### src/rtl/pipe_ctrl_unit_pkg.sv
// Shared definitions for the pipelined control unit: opcode constants,
// control-bundle layout and the hazard classes chosen each cycle.
package pipe_ctrl_unit_pkg;

    // RV32I major opcodes recognised by the decoder
    localparam logic [6:0] OP_R     = 7'b0110011;
    localparam logic [6:0] OP_I     = 7'b0010011;
    localparam logic [6:0] OP_L     = 7'b0000011;
    localparam logic [6:0] OP_S     = 7'b0100011;
    localparam logic [6:0] OP_B     = 7'b1100011;
    localparam logic [6:0] OP_J     = 7'b1101111;
    localparam logic [6:0] OP_JALR  = 7'b1100111;
    localparam logic [6:0] OP_LUI   = 7'b0110111;
    localparam logic [6:0] OP_AUIPC = 7'b0010111;

    // Control-bundle bit positions
    localparam int CB_W         = 7;
    localparam int CB_MEM_READ  = 0;
    localparam int CB_MEM_WRITE = 1;
    localparam int CB_REG_WRITE = 2;
    localparam int CB_MEM_2_REG = 3;
    localparam int CB_ALU_SRC   = 4;
    localparam int CB_BRANCH    = 5;
    localparam int CB_JUMP      = 6;

    // Field order mirrors the bit positions above (mem_read is bit 0)
    typedef struct packed {
        logic jump;
        logic branch;
        logic alu_src;
        logic mem_2_reg;
        logic reg_write;
        logic mem_write;
        logic mem_read;
    } ctrl_bundle_t;

    localparam ctrl_bundle_t CB_BUBBLE = '0;

    // What the pipeline does this cycle, highest priority last
    typedef enum logic [1:0] {
        HZ_ADVANCE,
        HZ_LOAD_USE,
        HZ_REDIRECT,
        HZ_FREEZE
    } hazard_e;

endpackage

### src/rtl/pipe_ctrl_unit_if.sv
// Handshake bundle between the datapath (master) and the control unit (slave).
interface pipe_ctrl_unit_if #(
    parameter int REG_AW = 5,
    parameter int OPC_W  = 7,
    parameter int CNT_W  = 16
);
    logic              id_valid;
    logic [OPC_W-1:0]  id_opcode;
    logic [REG_AW-1:0] id_rs1;
    logic [REG_AW-1:0] id_rs2;
    logic [REG_AW-1:0] id_rd;
    logic              ex_redirect;
    logic              mem_busy;
    logic              pc_write;
    logic              ifid_write;
    logic              ifid_flush;
    logic              ex_alu_src;
    logic              ex_branch;
    logic              ex_jump;
    logic              mem_read;
    logic              mem_write;
    logic              wb_reg_write;
    logic              wb_mem_2_reg;
    logic [REG_AW-1:0] wb_rd;
    logic [CNT_W-1:0]  stall_cnt;
    logic [CNT_W-1:0]  flush_cnt;

    modport master (
        output id_valid, id_opcode, id_rs1, id_rs2, id_rd, ex_redirect, mem_busy,
        input  pc_write, ifid_write, ifid_flush, ex_alu_src, ex_branch, ex_jump,
               mem_read, mem_write, wb_reg_write, wb_mem_2_reg, wb_rd, stall_cnt, flush_cnt
    );

    modport slave (
        input  id_valid, id_opcode, id_rs1, id_rs2, id_rd, ex_redirect, mem_busy,
        output pc_write, ifid_write, ifid_flush, ex_alu_src, ex_branch, ex_jump,
               mem_read, mem_write, wb_reg_write, wb_mem_2_reg, wb_rd, stall_cnt, flush_cnt
    );
endinterface

### src/rtl/pipe_ctrl_unit_ctrl_decode.sv
// Combinational ID-stage decoder: opcode -> control bundle plus source-register usage.
module ctrl_decode
    import pipe_ctrl_unit_pkg::*;
#(
    parameter int OPC_W = 7
)
(
    input  logic             id_valid,
    input  logic [OPC_W-1:0] opcode,
    output ctrl_bundle_t     cb,
    output logic             rs1_used,
    output logic             rs2_used
);
    logic [CB_W-1:0] cb_bits;

    // Opcode lookup; anything unrecognised or not valid stays an all-zero bubble
    always_comb begin
        cb_bits  = '0;
        rs1_used = 1'b0;
        rs2_used = 1'b0;
        if (id_valid) begin
            case (opcode)
                OPC_W'(OP_R): begin
                    cb_bits[CB_REG_WRITE] = 1'b1;
                    rs1_used = 1'b1;
                    rs2_used = 1'b1;
                end
                OPC_W'(OP_I): begin
                    cb_bits[CB_REG_WRITE] = 1'b1;
                    cb_bits[CB_ALU_SRC]   = 1'b1;
                    rs1_used = 1'b1;
                end
                OPC_W'(OP_L): begin
                    cb_bits[CB_MEM_READ]  = 1'b1;
                    cb_bits[CB_REG_WRITE] = 1'b1;
                    cb_bits[CB_MEM_2_REG] = 1'b1;
                    cb_bits[CB_ALU_SRC]   = 1'b1;
                    rs1_used = 1'b1;
                end
                OPC_W'(OP_S): begin
                    cb_bits[CB_MEM_WRITE] = 1'b1;
                    cb_bits[CB_ALU_SRC]   = 1'b1;
                    rs1_used = 1'b1;
                    rs2_used = 1'b1;
                end
                OPC_W'(OP_B): begin
                    cb_bits[CB_BRANCH] = 1'b1;
                    rs1_used = 1'b1;
                    rs2_used = 1'b1;
                end
                OPC_W'(OP_J): begin
                    cb_bits[CB_JUMP]      = 1'b1;
                    cb_bits[CB_REG_WRITE] = 1'b1;
                end
                OPC_W'(OP_JALR): begin
                    cb_bits[CB_JUMP]      = 1'b1;
                    cb_bits[CB_REG_WRITE] = 1'b1;
                    cb_bits[CB_ALU_SRC]   = 1'b1;
                    rs1_used = 1'b1;
                end
                OPC_W'(OP_LUI), OPC_W'(OP_AUIPC): begin
                    cb_bits[CB_REG_WRITE] = 1'b1;
                    cb_bits[CB_ALU_SRC]   = 1'b1;
                end
                default: ;
            endcase
        end
    end

    assign cb = ctrl_bundle_t'(cb_bits);

endmodule

### src/rtl/pipe_ctrl_unit.sv
// Pipelined control unit: decodes in ID, carries control through ID/EX, EX/MEM
// and MEM/WB, and arbitrates freeze / redirect flush / load-use stall.
module pipe_ctrl_unit
    import pipe_ctrl_unit_pkg::*;
#(
    parameter int REG_AW   = 5,
    parameter int OPC_W    = 7,
    parameter int CNT_W    = 16,
    parameter bit ZERO_REG = 1'b1
)
(
    input  logic            clk,
    input  logic            r,
    pipe_ctrl_unit_if.slave bus
);
    ctrl_bundle_t      id_cb;
    logic              id_rs1_used;
    logic              id_rs2_used;
    ctrl_bundle_t      idex_cb_reg;
    logic [REG_AW-1:0] idex_rd_reg;
    logic              exmem_mem_read_reg;
    logic              exmem_mem_write_reg;
    logic              exmem_reg_write_reg;
    logic              exmem_mem_2_reg_reg;
    logic [REG_AW-1:0] exmem_rd_reg;
    logic              memwb_reg_write_reg;
    logic              memwb_mem_2_reg_reg;
    logic [REG_AW-1:0] memwb_rd_reg;
    logic [CNT_W-1:0]  stall_cnt_reg;
    logic [CNT_W-1:0]  flush_cnt_reg;
    logic              rd_guard_ok;
    logic              load_use;
    hazard_e           hz;
    logic              pc_write_en;
    logic              ifid_write_en;
    logic              ifid_flush_en;

    ctrl_decode #(.OPC_W(OPC_W)) u_decode (
        .id_valid (bus.id_valid),
        .opcode   (bus.id_opcode),
        .cb       (id_cb),
        .rs1_used (id_rs1_used),
        .rs2_used (id_rs2_used)
    );

    // With ZERO_REG set, a load into x0 never produces a usable value, so no stall
    assign rd_guard_ok = !ZERO_REG || (idex_rd_reg != '0);
    assign load_use    = idex_cb_reg.mem_read && rd_guard_ok &&
                         ((id_rs1_used && (bus.id_rs1 == idex_rd_reg)) ||
                          (id_rs2_used && (bus.id_rs2 == idex_rd_reg)));

    // Hazard priority: freeze over redirect over load-use
    always_comb begin
        hz = HZ_ADVANCE;
        if (bus.mem_busy)
            hz = HZ_FREEZE;
        else if (bus.ex_redirect)
            hz = HZ_REDIRECT;
        else if (load_use)
            hz = HZ_LOAD_USE;
    end

    // Front-end enables for the selected hazard class
    always_comb begin
        pc_write_en   = 1'b1;
        ifid_write_en = 1'b1;
        ifid_flush_en = 1'b0;
        case (hz)
            HZ_FREEZE, HZ_LOAD_USE: begin
                pc_write_en   = 1'b0;
                ifid_write_en = 1'b0;
            end
            HZ_REDIRECT: ifid_flush_en = 1'b1;
            default: ;
        endcase
    end

    assign bus.pc_write     = r & pc_write_en;
    assign bus.ifid_write   = r & ifid_write_en;
    assign bus.ifid_flush   = r & ifid_flush_en;
    assign bus.ex_alu_src   = idex_cb_reg.alu_src;
    assign bus.ex_branch    = idex_cb_reg.branch;
    assign bus.ex_jump      = idex_cb_reg.jump;
    assign bus.mem_read     = exmem_mem_read_reg;
    assign bus.mem_write    = exmem_mem_write_reg;
    assign bus.wb_reg_write = memwb_reg_write_reg;
    assign bus.wb_mem_2_reg = memwb_mem_2_reg_reg;
    assign bus.wb_rd        = memwb_rd_reg;
    assign bus.stall_cnt    = stall_cnt_reg;
    assign bus.flush_cnt    = flush_cnt_reg;

    // Stage control registers: freeze holds everything, stall/redirect inject a bubble into ID/EX
    always_ff @(posedge clk or negedge r) begin
        if (!r) begin
            idex_cb_reg         <= CB_BUBBLE;
            idex_rd_reg         <= '0;
            exmem_mem_read_reg  <= 1'b0;
            exmem_mem_write_reg <= 1'b0;
            exmem_reg_write_reg <= 1'b0;
            exmem_mem_2_reg_reg <= 1'b0;
            exmem_rd_reg        <= '0;
            memwb_reg_write_reg <= 1'b0;
            memwb_mem_2_reg_reg <= 1'b0;
            memwb_rd_reg        <= '0;
        end else if (hz != HZ_FREEZE) begin
            if (hz == HZ_ADVANCE) begin
                idex_cb_reg <= id_cb;
                idex_rd_reg <= bus.id_valid ? bus.id_rd : '0;
            end else begin
                idex_cb_reg <= CB_BUBBLE;
                idex_rd_reg <= '0;
            end
            exmem_mem_read_reg  <= idex_cb_reg.mem_read;
            exmem_mem_write_reg <= idex_cb_reg.mem_write;
            exmem_reg_write_reg <= idex_cb_reg.reg_write;
            exmem_mem_2_reg_reg <= idex_cb_reg.mem_2_reg;
            exmem_rd_reg        <= idex_rd_reg;
            memwb_reg_write_reg <= exmem_reg_write_reg;
            memwb_mem_2_reg_reg <= exmem_mem_2_reg_reg;
            memwb_rd_reg        <= exmem_rd_reg;
        end
    end

    // Saturating stall and flush counters
    always_ff @(posedge clk or negedge r) begin
        if (!r) begin
            stall_cnt_reg <= '0;
            flush_cnt_reg <= '0;
        end else begin
            if ((hz == HZ_LOAD_USE) && (stall_cnt_reg != '1))
                stall_cnt_reg <= stall_cnt_reg + CNT_W'(1);
            if ((hz == HZ_REDIRECT) && (flush_cnt_reg != '1))
                flush_cnt_reg <= flush_cnt_reg + CNT_W'(1);
        end
    end

endmodule

### src/flat_wrapper.sv
// flat-port wrapper written by rule: the top's interface ports become plain ports
module pipe_ctrl_unit_flat import pipe_ctrl_unit_pkg::*;
#(
    parameter int REG_AW   = 5,
    parameter int OPC_W    = 7,
    parameter int CNT_W    = 16,
    parameter bit ZERO_REG = 1'b1
)
  (clk, r, bus_id_valid, bus_id_opcode, bus_id_rs1, bus_id_rs2, bus_id_rd, bus_ex_redirect, bus_mem_busy, bus_pc_write, bus_ifid_write, bus_ifid_flush, bus_ex_alu_src, bus_ex_branch, bus_ex_jump, bus_mem_read, bus_mem_write, bus_wb_reg_write, bus_wb_mem_2_reg, bus_wb_rd, bus_stall_cnt, bus_flush_cnt);
  pipe_ctrl_unit_if #(.REG_AW(REG_AW), .OPC_W(OPC_W), .CNT_W(CNT_W)) bus_i ();
  input  logic clk;
  input  logic r;
  input wire logic [$bits(bus_i.id_valid)-1:0] bus_id_valid;
  input wire logic [$bits(bus_i.id_opcode)-1:0] bus_id_opcode;
  input wire logic [$bits(bus_i.id_rs1)-1:0] bus_id_rs1;
  input wire logic [$bits(bus_i.id_rs2)-1:0] bus_id_rs2;
  input wire logic [$bits(bus_i.id_rd)-1:0] bus_id_rd;
  input wire logic [$bits(bus_i.ex_redirect)-1:0] bus_ex_redirect;
  input wire logic [$bits(bus_i.mem_busy)-1:0] bus_mem_busy;
  output wire logic [$bits(bus_i.pc_write)-1:0] bus_pc_write;
  output wire logic [$bits(bus_i.ifid_write)-1:0] bus_ifid_write;
  output wire logic [$bits(bus_i.ifid_flush)-1:0] bus_ifid_flush;
  output wire logic [$bits(bus_i.ex_alu_src)-1:0] bus_ex_alu_src;
  output wire logic [$bits(bus_i.ex_branch)-1:0] bus_ex_branch;
  output wire logic [$bits(bus_i.ex_jump)-1:0] bus_ex_jump;
  output wire logic [$bits(bus_i.mem_read)-1:0] bus_mem_read;
  output wire logic [$bits(bus_i.mem_write)-1:0] bus_mem_write;
  output wire logic [$bits(bus_i.wb_reg_write)-1:0] bus_wb_reg_write;
  output wire logic [$bits(bus_i.wb_mem_2_reg)-1:0] bus_wb_mem_2_reg;
  output wire logic [$bits(bus_i.wb_rd)-1:0] bus_wb_rd;
  output wire logic [$bits(bus_i.stall_cnt)-1:0] bus_stall_cnt;
  output wire logic [$bits(bus_i.flush_cnt)-1:0] bus_flush_cnt;
  assign bus_i.id_valid = bus_id_valid;
  assign bus_i.id_opcode = bus_id_opcode;
  assign bus_i.id_rs1 = bus_id_rs1;
  assign bus_i.id_rs2 = bus_id_rs2;
  assign bus_i.id_rd = bus_id_rd;
  assign bus_i.ex_redirect = bus_ex_redirect;
  assign bus_i.mem_busy = bus_mem_busy;
  assign bus_pc_write = bus_i.pc_write;
  assign bus_ifid_write = bus_i.ifid_write;
  assign bus_ifid_flush = bus_i.ifid_flush;
  assign bus_ex_alu_src = bus_i.ex_alu_src;
  assign bus_ex_branch = bus_i.ex_branch;
  assign bus_ex_jump = bus_i.ex_jump;
  assign bus_mem_read = bus_i.mem_read;
  assign bus_mem_write = bus_i.mem_write;
  assign bus_wb_reg_write = bus_i.wb_reg_write;
  assign bus_wb_mem_2_reg = bus_i.wb_mem_2_reg;
  assign bus_wb_rd = bus_i.wb_rd;
  assign bus_stall_cnt = bus_i.stall_cnt;
  assign bus_flush_cnt = bus_i.flush_cnt;
  pipe_ctrl_unit #(.REG_AW(REG_AW), .OPC_W(OPC_W), .CNT_W(CNT_W), .ZERO_REG(ZERO_REG)) u_core (.clk(clk), .r(r), .bus(bus_i));
endmodule
### config.mk
export PLATFORM = sky130hd
export DESIGN_NAME = pipe_ctrl_unit_flat
export DESIGN_NICKNAME = d
export VERILOG_FILES = /design/src/rtl/pipe_ctrl_unit_pkg.sv /design/src/rtl/pipe_ctrl_unit_if.sv /design/src/rtl/pipe_ctrl_unit_ctrl_decode.sv /design/src/rtl/pipe_ctrl_unit.sv /design/src/flat_wrapper.sv
export SDC_FILE = /design/constraint.sdc
export NUM_CORES = 1
export LEC_CHECK = 0
export CAP_MARGIN = 20
export CORE_UTILIZATION = 30
export CTS_BUF_LIST = sky130_fd_sc_hd__clkbuf_8
export DETAILED_ROUTE_END_ITERATION = 10
export DONT_BUFFER_PORTS = 1
export SLEW_MARGIN = 40
export SYNTH_ARGS = -nofsm -noshare
export SYNTH_HDL_FRONTEND = slang
export SYNTH_SLANG_ARGS = --single-unit
### constraint.sdc
create_clock -name clk -period 8.7 [get_ports clk]
set_input_delay 2.61 -clock clk [delete_from_list [all_inputs] [get_ports clk]]
set_output_delay 2.61 -clock clk [all_outputs]
set_load 0.02 [all_outputs]
==> results.yml, run 1 <==
global_route:
  grtUsageTotal_pct: 13.05
  grt_busiest_layer: "met2"
  grt_max_degree: 61
  antenna_found_initial: 0
  grt_pass1_wl_mm: 9.653
  grt_use_met2_pct: 20.24
  overflow: 0
  grt_pass1_vias: 1868
  grt_util_met3_pct: 5.154
  met1_usage_pct: 16.14
critical_path:
  r2r-end: "u_core.bus.stall_cnt[1]"
  critPathSlowestCell: "nor4_1"
  rrSetupSlack_ns: 6.53
  end_kind: "output port"
  cp_num_cells: 7
  worst-path-buf-inv: 2
  crit_path_cell_trace: "xor2_1 > nor4_1 > nand4_1 > a21oi_2 > buf_4 > nor3b_1 > buf_4"
  cp-start-kind: "input pin"
  required_ns: 6.09
  arrival_ns: 3.96
  cp_top_family: "simple AND/OR/NAND/NOR gates"
  crit_type: "input pin to output port"
  crit_top_cell: "buf_4"
  r2r_cells: 7
  crit_fanout: 19
  max_stage_delay_ns: 0.40
  r2r-start: "u_core.idex_rd_reg[1]"
worst_hold_path:
  hold_end: "u_core.idex_cb_reg[2]"
  hold_start: "u_core.idex_cb_reg[2]"
  whs_path_depth: 1
  hp-class: "flop to flop"
sta:
  layout_min_cycle_time_ns: 6.574
  setup_tns_ns: 0
  max_freq_ghz: 0.1521
  finalCritPeriodShare_pct: 75.56
  grt_setup_unrepaired: "false"
  maxSlewHeadroom_pct: 71.53
  fin_ws_ns: 2.126
  setup_viol: 0
  holdWs_ns: 0.4975
  worstMarginPinSlew_ns: 0.4262
  hold_viol_final: 0
  fin_skew_ns: 0.01027
  slew_viol_final: 0
clocking:
  path_clk_slew_ns: 0.06
  cts_resized: 0
  clock_path_buffers: 2
  ctsHoldBuffers: 0
  htree_num_levels: 3
  post-cts-setup-buffers: 0
  cts.sink_count: 58
  root_buffer: "clkbuf_8"
  cts_tree: "yes"
  numCtsBuffers: 9
  clkLatencyLatePin_ns: 0.34
routing:
  vias_per_cell: 5.058
  ant_nets: 0
  post_drt_wl_per_cell_um: 16.25
  drt_iter0_markers: 73
  drc_errors: 4
  drt-pass1-iter-count: 7
  vias: 1821
  wirelength_mm: 5.850
power:
  peakVddDrop_v: 0.00006182
  finalPower_mw: 0.6653
  cellPowerDensity_nw_per_um2: 214.9
  cellLeakagePower_nw: 1.436
floorplan:
  initial_core_util_pct: 31.24
  dieArea_sq_um: 9558
  ios: 74
  fp.dieH_um: 97.77
  placementRows: 34
  coreArea_sq_um: 8806
  fp.dieW_um: 97.77
finish:
  instances_no_fill: 360
  fillers: 873
  drive_gt1_share_pct: 15.08
  nNetsFinal: 276
  final_area_sq_um: 3095
  syn_to_final_growth_pct: 12.51
  finish.utilization_pct: 35.15
  n_antenna_cell: 0
place:
  dp_hpwl_mm: 4.046
  place_area_sq_um: 2863
  place_congestion: 0.7722
  portBuffers: 0
  pre_cts_ws_ns: 2.141
  dp.cells: 344
logic_synthesis:
  synth_area_leaders: "dfrtp_1 (53%), xnor2_1 (6.7%), mux2_2 (6.5%)"
  synth_top_area_share_pct: 52.75
  synth_edf_count: 0
  syn-instance-count: 241
  synth_cell_types: 42
  syn_avg_cell_area_sq_um: 11.42
  synth_top_area_cell: "dfrtp_1"
  synth_nets: 270
  ys_seq_area_share_pct: 52.75
  synth_area_sq_um: 2751
  synth_top_flop_cell: "dfrtp_1"
  synth-async-reset-ratio_pct: 100.0
  yosys-top-cells-count: "dfrtp_1 (58), xnor2_1 (21), xor2_1 (18), mux2_2 (16), nand2_1 (16)"
  ys_warn_count: 0
  yosys.cell_count.top_type: "dfrtp_1"
  synth_seq_cells: 58
run_status:
  violations: "design-rule violations"
  run_status: "complete, but fails checks"
run:
  cap_violations: 0
worst max-delay path by stage:
stage                      from        endpoint
5_1_grt           bus_id_rs1[1]  bus_ifid_write
4_1_cts           bus_id_rs1[1]  bus_ifid_write
3_3_place_gp      bus_id_rs1[1]  bus_ifid_write
3_5_place_dp      bus_id_rs1[1]  bus_ifid_write
6_report          bus_id_rs1[1]  bus_ifid_write
2_1_floorplan  bus_id_opcode[0]    bus_pc_write
cell usage in the layout (no fill, tap or decap), types with 3 or more instances in the layout:
cell,synthesis,final
nand4_1,9,9
inv_1,4,5
clkbuf_8,0,9
a22o_1,5,5
nand2_1,16,16
bufinv_16,0,3
and2_1,4,4
dfrtp_1,58,58
and4_1,4,4
clkinv_2,0,3
and3b_1,3,3
xnor2_1,21,21
nor4_1,3,3
a32o_1,4,4
nor2b_1,5,5
nor3_1,3,3
nor2_1,15,15
nor3b_1,3,3
mux2_2,16,16
xor2_1,18,18
nand3_1,15,15
and3_1,6,6
worst reg2reg max path, stage by stage, from the launching register on:
cell and delay, ns:
dfrtp_1 0.46, xor2_1 0.19, nor4_1 0.40, nand4_1 0.17, a21oi_2 0.15, buf_4 0.24
nand2_1 0.13, mux2_1 0.32
logic make-up after synthesis:
kind of cell | Yosys count | share of synthesized area (%)
and+or+nand+nor | 93 | 18.46
DFF | 58 | 52.75
xor gates and xnor gates | 39 | 12.41
AOI/OAI and AO/OA | 19 | 5.821
muxes | 19 | 7.685
buffers and inverters | 11 | 1.955
adders and majority gates | 2 | 0.9094
metal layers:
| metal | vias to the layer above | wire (um) |
|---|---|---|
| met5 | - | 0 |
| met4 | 0 | 100 |
| met3 | 9 | 348 |
| met2 | 50 | 2714 |
| met1 | 896 | 2686 |
| li1 | 866 | - |
final cells by class:
class / count / area (sq um) / area share, %
Clock inverter: 7 / 108.9 / 3.517
Clock buffer: 9 / 123.9 / 4.002
Inverter: 4 / 15.01 / 0.4850
Sequential cell: 58 / 1451 / 46.89
Timing Repair Buffer: 2 / 15.01 / 0.4850
Tap cell: 108 / 135.1 / 4.365
Multi-Input combinational cell: 172 / 1246 / 40.26
where the power goes:
group	switching (mW)	internal, mW	total (mW)
Combinational	0.0163	0.0229	0.0392
Sequential	0.0431	0.288	0.331
Clock	0.107	0.188	0.295
Power figures use the tool's default switching activity.
==> inputs of run 2 (changes only) <==
- clock period: 8.7 -> 6.8 ns (I/O delays scaled with it)
==> run 2 against run 1 <==
  * The run still ends with design-rule violations left
  * Wire length grew 0.74%
  * Critical path type unchanged
  * Worst hold slack lost 0.00072 ns
  * Non-clock buffer count is the same
  * Combinational power grew 25%
  * Clock skew shrank 0.0019 ns
  * Power grew 20%
  * Sequential cell count is the same
==> results.yml, run 2 (synthesis gave the netlist of run 1 again) <==
run_status:
  run_status: "complete, but fails checks"
  violations: "design-rule violations"
clocking:
  numCtsBuffers: 9
  clock_path_buffers: 2
  cts_resized: 0
  ctsHoldBuffers: 0
  post-cts-setup-buffers: 0
  htree_num_levels: 3
  cts_tree: "yes"
  root_buffer: "clkbuf_8"
  path_clk_slew_ns: 0.06
  clkLatencyLatePin_ns: 0.34
  cts.sink_count: 58
place:
  place_area_sq_um: 2863
  portBuffers: 0
  dp.cells: 344
  pre_cts_ws_ns: 1.347
  place_congestion: 0.7744
  dp_hpwl_mm: 4.107
critical_path:
  cp_top_family: "simple AND/OR/NAND/NOR gates"
  crit_type: "input pin to output port"
  required_ns: 4.76
  end_kind: "output port"
  crit_path_cell_trace: "xor2_1 > nor4_1 > nand4_1 > a21oi_2 > buf_4 > nor3b_1 > buf_4"
  crit_top_cell: "buf_4"
  cp-start-kind: "input pin"
  max_stage_delay_ns: 0.40
  critPathSlowestCell: "nor4_1"
  worst-path-buf-inv: 2
  arrival_ns: 3.38
  crit_fanout: 19
global_route:
  grt_max_degree: 61
  grt_pass1_vias: 1895
  grt_pass1_wl_mm: 9.791
  grtUsageTotal_pct: 13.44
  antenna_found_initial: 0
  overflow: 0
routing:
  ant_nets: 0
  vias: 1863
  drt_iter0_markers: 57
  wirelength_mm: 5.893
  vias_per_cell: 5.189
  drt-pass1-iter-count: 7
  drc_errors: 4
  post_drt_wl_per_cell_um: 16.42
finish:
  syn_to_final_growth_pct: 11.46
  n_antenna_cell: 0
  nNetsFinal: 276
  fillers: 869
  final_cell_mix: "dfrtp_1 (58), xnor2_1 (21), xor2_1 (18)"
  drive_gt1_share_pct: 14.74
  layout.cells.most_common: "dfrtp_1"
  finish.utilization_pct: 34.83
  instances_no_fill: 359
  final_area_sq_um: 3067
sta:
  grt_setup_unrepaired: "false"
  setup_viol: 0
  max_freq_ghz: 0.1844
  fin_skew_ns: 0.008388
  slew_viol_final: 0
  holdWs_ns: 0.4968
  hold_viol_final: 0
  setup_tns_ns: 0
  fin_ws_ns: 1.377
  worstMarginPinSlew_ns: 0.4767
  layout_min_cycle_time_ns: 5.423
  maxSlewHeadroom_pct: 67.97
  finalCritPeriodShare_pct: 79.75
floorplan:
  placementRows: 34
  fp.dieW_um: 97.77
  ios: 74
  initial_core_util_pct: 31.24
  fp.dieH_um: 97.77
  dieArea_sq_um: 9558
  coreArea_sq_um: 8806
power:
  cellLeakagePower_nw: 1.421
  finalPower_mw: 0.8010
  peakVddDrop_v: 0.00007501
  cellPowerDensity_nw_per_um2: 261.2
run:
  cap_violations: 0
worst_hold_path:
  hp-class: "flop to flop"
==> run 2: cell count changes in the layout (fill, tap and decap cells not counted) <==
cell,delta
clkbuf_8,+3
clkinv_2,-2
bufinv_16,-2
==> run 2: path summary, 6_finish.rpt <==
path,start,endpoint,slack (ns),cells past startpoint
min,u_core.idex_cb_reg[2],u_core.idex_cb_reg[2],0.50,1
min reg2reg,u_core.idex_cb_reg[2],u_core.idex_cb_reg[2],0.50,1
max in group asynchronous,r,u_core.bus.stall_cnt[7],5.28,0
min in group asynchronous,r,u_core.bus.wb_rd[4],1.39,0
max,bus_id_rs1[1],bus_ifid_write,1.38,7
max reg2reg,u_core.idex_rd_reg[1],u_core.bus.stall_cnt[1],4.63,7
==> run 2: metal layers <==
layer | wire, um | track usage [%] | share of wire, %
met1 | 2675 | 16.83 | 45
met5 | 0 | 0 | 0
met4 | 143 | 7.692 | 2.4
met2 | 2686 | 20.08 | 46
met3 | 389 | 4.796 | 6.6
==> run 2: layout make-up <==
type                            instances  area [sq um]  area share, %
Clock buffer                           12         165.2          5.386
Sequential cell                        58          1451          47.33
Inverter                                4         15.01         0.4896
Multi-Input combinational cell        172          1246          40.64
Tap cell                              108         135.1          4.406
Timing Repair Buffer                    2         15.01         0.4896
Clock inverter                          3         38.79          1.265
==> run 2: power breakdown <==
part | internal (mW) | switching, mW | leakage (nW) | total (mW)
Sequential | 0.369 | 0.0550 | 0.783 | 0.424
Clock | 0.195 | 0.133 | 0.110 | 0.329
Combinational | 0.0287 | 0.0202 | 0.529 | 0.0489
Total | 0.593 | 0.208 | 1.42 | 0.801
